--- config.mk ---
export PLATFORM = sky130hd
export DESIGN_NAME = line_buffer_pixel_feeder
export DESIGN_NICKNAME = d
export VERILOG_FILES = /design/src/rtl/line_buffer_pixel_feeder.sv
export SDC_FILE = /design/constraint.sdc
export NUM_CORES = 1
export LEC_CHECK = 0
export CAP_MARGIN = 15
export CORE_AREA = 2 2 88 90
export CTS_CLUSTER_DIAMETER = 80
export CTS_CLUSTER_SIZE = 28
export DETAILED_ROUTE_END_ITERATION = 12
export DIE_AREA = 0 0 90 92
export DONT_BUFFER_PORTS = 1
export PLACE_DENSITY_LB_ADDON = 0.15
export SETUP_SLACK_MARGIN = 0.05
export SYNTH_ARGS = -nofsm -noshare
export SYNTH_HDL_FRONTEND = slang
export SYNTH_SLANG_ARGS = --single-unit
--- constraint.sdc ---
create_clock -name clk -period 5.3 [get_ports clk]
set_input_delay 0.265 -clock clk [delete_from_list [all_inputs] [get_ports clk]]
set_output_delay 0.265 -clock clk [all_outputs]
set_load 0.01 [all_outputs]
--- src/rtl/line_buffer_pixel_feeder.sv ---
// Frame-scan pixel source: reads a raster-ordered frame from a 1-cycle-latency memory and
// streams it out over valid/ready. It has a registered output stage plus one skid slot, and tags
// sof/eol/eof on the stream.
module line_buffer_pixel_feeder #(
  parameter int unsigned IMG_W  = 512,
  parameter int unsigned IMG_H  = 512,
  parameter int unsigned ADDR_W = 18,
  parameter int unsigned COL_W  = 10,
  parameter int unsigned ROW_W  = 10
) (
  input  logic              clk,
  input  logic              rst,
  input  logic              start_i,
  output logic              busy_o,
  output logic              done_o,
  output logic              mem_re_o,
  output logic [ADDR_W-1:0] mem_addr_o,
  input  logic [7:0]        mem_data_i,
  output logic              pix_valid_o,
  input  logic              pix_ready_i,
  output logic [7:0]        pix_data_o,
  output logic              sof_o,
  output logic              eol_o,
  output logic              eof_o,
  output logic [COL_W-1:0]  col_o,
  output logic [ROW_W-1:0]  row_o
);

  localparam logic [ADDR_W-1:0] LastAddr = ADDR_W'(IMG_W * IMG_H - 1);
  localparam logic [COL_W-1:0]  LastCol  = COL_W'(IMG_W - 1);
  localparam logic [ROW_W-1:0]  LastRow  = ROW_W'(IMG_H - 1);

  // StDone is the one-cycle done_o pulse after the eof transfer; still counted as busy.
  typedef enum logic [1:0] {StIdle, StRun, StDrain, StDone} state_e;

  state_e              state_q, state_d;
  logic [ADDR_W-1:0]   rd_addr_q, rd_addr_d;
  logic                rd_pend_q;
  logic                out_valid_q, out_valid_d;
  logic [7:0]          out_data_q, out_data_d;
  logic                skid_valid_q, skid_valid_d;
  logic [7:0]          skid_data_q, skid_data_d;
  logic [COL_W-1:0]    col_q, col_d;
  logic [ROW_W-1:0]    row_q, row_d;

  logic       xfer;
  logic       at_eof;
  logic [1:0] occ;
  logic       rd_issue;

  assign xfer   = out_valid_q & pix_ready_i;
  assign at_eof = out_valid_q && (col_q == LastCol) && (row_q == LastRow);
  // Filled slots plus the read in flight; never more than the two slots can absorb.
  assign occ    = 2'(out_valid_q) + 2'(skid_valid_q) + 2'(rd_pend_q);
  assign rd_issue = (state_q == StRun) && ((occ < 2'd2) || ((occ == 2'd2) && xfer));

  // State and datapath registers with synchronous reset.
  always_ff @(posedge clk) begin
    if (rst) begin
      state_q      <= StIdle;
      rd_addr_q    <= '0;
      rd_pend_q    <= 1'b0;
      out_valid_q  <= 1'b0;
      out_data_q   <= '0;
      skid_valid_q <= 1'b0;
      skid_data_q  <= '0;
      col_q        <= '0;
      row_q        <= '0;
    end else begin
      state_q      <= state_d;
      rd_addr_q    <= rd_addr_d;
      rd_pend_q    <= rd_issue;
      out_valid_q  <= out_valid_d;
      out_data_q   <= out_data_d;
      skid_valid_q <= skid_valid_d;
      skid_data_q  <= skid_data_d;
      col_q        <= col_d;
      row_q        <= row_d;
    end
  end

  // Next-state logic for the scan FSM.
  always_comb begin
    state_d = state_q;
    unique case (state_q)
      StIdle:  if (start_i) state_d = StRun;
      StRun:   if (rd_issue && (rd_addr_q == LastAddr)) state_d = StDrain;
      StDrain: if (xfer && at_eof) state_d = StDone;
      StDone:  state_d = StIdle;
      default: state_d = StIdle;
    endcase
  end

  // FSM-derived outputs and stream outputs.
  always_comb begin
    busy_o      = (state_q != StIdle);
    done_o      = (state_q == StDone);
    mem_re_o    = rd_issue;
    mem_addr_o  = rd_addr_q;
    pix_valid_o = out_valid_q;
    pix_data_o  = out_data_q;
    col_o       = col_q;
    row_o       = row_q;
    sof_o       = out_valid_q && (col_q == '0) && (row_q == '0);
    eol_o       = out_valid_q && (col_q == LastCol);
    eof_o       = at_eof;
  end

  // Read address: clears in idle, advances per issued read, parks on the last address.
  always_comb begin
    rd_addr_d = rd_addr_q;
    if (state_q == StIdle) begin
      rd_addr_d = '0;
    end else if (rd_issue && (rd_addr_q != LastAddr)) begin
      rd_addr_d = rd_addr_q + 1'b1;
    end
  end

  // Output/skid slots: the skid holds the older pixel, so it refills the output first.
  always_comb begin
    out_valid_d  = out_valid_q;
    out_data_d   = out_data_q;
    skid_valid_d = skid_valid_q;
    skid_data_d  = skid_data_q;
    if (!out_valid_q || xfer) begin
      if (skid_valid_q) begin
        out_valid_d  = 1'b1;
        out_data_d   = skid_data_q;
        skid_valid_d = rd_pend_q;
        if (rd_pend_q) skid_data_d = mem_data_i;
      end else if (rd_pend_q) begin
        out_valid_d = 1'b1;
        out_data_d  = mem_data_i;
      end else begin
        out_valid_d = 1'b0;
      end
    end else if (rd_pend_q) begin
      // The issue gate guarantees the skid is empty here.
      skid_valid_d = 1'b1;
      skid_data_d  = mem_data_i;
    end
  end

  // Position of the presented pixel; wraps to (0,0) after the eof transfer.
  always_comb begin
    col_d = col_q;
    row_d = row_q;
    if (state_q == StIdle) begin
      col_d = '0;
      row_d = '0;
    end else if (xfer) begin
      if (col_q == LastCol) begin
        col_d = '0;
        row_d = (row_q == LastRow) ? '0 : row_q + 1'b1;
      end else begin
        col_d = col_q + 1'b1;
      end
    end
  end

endmodule

==> key figures <==
Drt
  • Post-route ant nets: 0
  • Drt pass-1 iters: 4
  • Initial drt markers: 53
  • Wirelength, routed: 6190 µm
  • Via count: 2229
  • DR vias/cell: 5.16
  • # DRC: 0
  • Routed WL per cell: 14.3 µm

Yosys
  • Seq/Total Area, Yosys: 41.7%
  • Post-synth cell types: 42
  • Synthesized net count: 341
  • Synth Instances: 319
  • Post-synthesis async set-or-reset flop share: 0%
  • Most frequent cell after synthesis: dfxtp_1
  • Yosys Warn Count: 0
  • Leading area contributor after synthesis: dfxtp_1
  • Mapped cell area: 2830 µm²
  • Mean Syn Cell Area: 8.88 µm²
  • Post-synth top flop: dfxtp_1
  • Area contributors post-synth: dfxtp_1 42%, nor2_1 7.3%, xnor2_1 6.8%
  • Yosys top cell area share: 41.7%
  • Register bit total from synthesis: 59
  • Top cells by count, synth: 59 x dfxtp_1, 55 x nor2_1, 25 x nand2_1
  • Post-synth EDFFs: 0

Clock tree
  • TritonCTS Sinks: 59
  • Cts bufs inserted: 9
  • TritonCTS clock tree: done
  • Clock Path Buffers: 2
  • Post-CTS Setup Bufs: 0
  • Reg clk slew, reported paths: 0.07 ns
  • CTS H-tree depth: 3
  • Clk Tree Root Cell: clkbuf_8
  • Later-pin clock latency in the skew report: 0.34 ns

Power
  • Power Density: 371 nW/µm²
  • VDD IR-drop max: 0.000110 V
  • Clock Power Share: 42.2%
  • Internal cell power: 0.000846 W
  • Switching share of power: 28.5%
  • Psw: 0.000338 W
  • Sequential power share: 42.5%
  • Leak Pwr: 1.09 nW
  • Comb pwr share: 15.3%

Layout
  • Layout cell share with drive strength beyond 1: 8.51%
  • Fin util: 42.8%
  • Fin nets: 346
  • Layout area overhead: 12.6%

STA
  • Endpoints failing hold: 0
  • Final worst path period share: 60.8%
  • RSZ-0062 raised after global routing: no
  • Worst Max-Slew Pin Slew: 1.00 ns
  • Fin Clk Skew: 0.00881 ns
  • Setup TNS: 0 ns
  • Pins Over Slew Limit: 0
  • F_max: 0.310 GHz
  • Min cycle time layout: 3.22 ns
  • Setup Viol. Count Final: 0
  • Max transition margin: 32.4%

Worst setup path
  • Crit. End Element: register
  • Maximum fanout along the worst path: 13
  • Worst Path Arrival: 3.47 ns
  • CP startpoint kind: register
  • Crit Path Category: register to register
  • Required time of the critical path: 5.55 ns

GRT
  • Initial antenna violation count: 1
  • Largest net degree at the start of global routing: 27
  • Global route overflow: 0
  • Total GRT Usage: 15.6%
  • Vias in the first global route: 2094
  • First-pass GRT wire length: 10300 µm

Place
  • Global placement routability congestion: 0.707
  • HPWL after detailed placement: 4310 µm
  • Port Buffer Count: 0

Die
  • Num ports: 65
  • Die W: 90 µm
  • # rows: 32
  • Initial Util: 38.1%
  • Die H: 92 µm
  • Core Region: 7450 µm²
  • Total die area: 8280 µm²

Run status
  • Status: finished clean

Flow run
  • Max-cap violation count: 0

Min path
  • Min-Delay Path Class: input pin to register
-- kinds of logic after synthesis --
family          share of synthesized area, %
mux                                     6.36
compound gates                          7.33
fa+ha+maj                               4.68
simple gates                            27.1
buf+inv                                 3.58
flops                                   41.7
xor+xnor                                9.27
-- layout by cell type, fill, tap and decap left out, drive strengths merged, types with 2 or more instances in the layout --
master / n
inv: 17
nor2: 56
nand3: 9
and2: 3
a22oi: 2
xnor2: 22
dfxtp: 59
nand4: 12
or3: 3
bufinv: 2
o21ai: 5
clkbuf: 13
nor4b: 2
or4: 3
a21oi: 7
nor3: 13
nand2: 25
and4: 2
nand2b: 2
xor2: 8
a211oi: 9
ha: 9
mux2i: 18
nor4: 15
-- sequential cells by signal, indices dropped and copies added (netlist names) --
register      count
mem_addr_o       18
col_o            10
row_o            10
pix_data_o        8
skid_data_q       8
state_q           2
pix_valid_o       1
rd_pend_q         1
skid_valid_q      1
-- through the flow --
stage	total power (W)	instance area [µm²]	hold WS, ns	cells	setup WS (ns)
2_1_floorplan	0.000650	2830	0.409	319	2.86
3_3_place_gp	0.000692	2920	0.339	413	2.09
3_5_place_dp	0.000696	2920	0.341	413	2.04
4_1_cts	0.00120	3180	0.0632	430	2.04
5_1_grt	0.00125	3190	0.0578	432	1.81
6_report	0.00118	3190	0.0738	432	2.08
-- power groups by stage --
stage	registers, W	logic (W)	clock network [W]
final	0.000503	0.000181	0.000499
after global routing	0.000508	0.000207	0.000532
after CTS	0.000504	0.000184	0.000511
after detailed placement	0.000515	0.000181	0
after global placement	0.000514	0.000178	0
after floorplan	0.000507	0.000143	0
-- metal layers --
metal / part of all wire [%] / wire length, µm / up-vias / GRT usage (%)
met5: 0 / 0 / - / 0
li1: - / - / 1126 / -
met1: 46 / 2830 / 1030 / 19.1
met3: 7.5 / 467 / 13 / 5.75
met4: 2.4 / 149 / 0 / 8.72
met2: 44 / 2740 / 60 / 23.6
-- critical path, cell delays in order, from the launching register on --
cell	delay [ns]
dfxtp_1	0.70
inv_1	0.15
fa_1	0.51
a31o_2	0.19
nand4_1	0.42
or4_4	0.70
or3_1	0.32
a21oi_1	0.14
-- final timing paths --
check	startpoint	slack, ns	cells past startpoint	to
worst min register to register	skid_data_q[5]	0.50	2	skid_data_q[5]
worst min-delay path	mem_data_i[0]	0.07	2	skid_data_q[0]
worst max-delay path	skid_valid_q	2.08	7	mem_addr_o[16]
worst max register to register	skid_valid_q	2.08	7	mem_addr_o[16]
-- area by class of cell --
class / count / area (µm²)
Antenna cell: 1 / 2.50
Clock buffer: 13 / 179
Clock inverter: 3 / 67.6
Fill cell: 791 / 4260
Inverter: 17 / 63.8
Multi-Input combinational cell: 235 / 1550
Sequential cell: 59 / 1180
Tap cell: 102 / 128
Timing Repair Buffer: 2 / 17.5
-- timing repair --
action	4_1_cts	5_1_grt
resized for setup	0	0
hold endpoints to repair	19	0
hold buffers	1	0
Power figures use the tool's default switching activity.
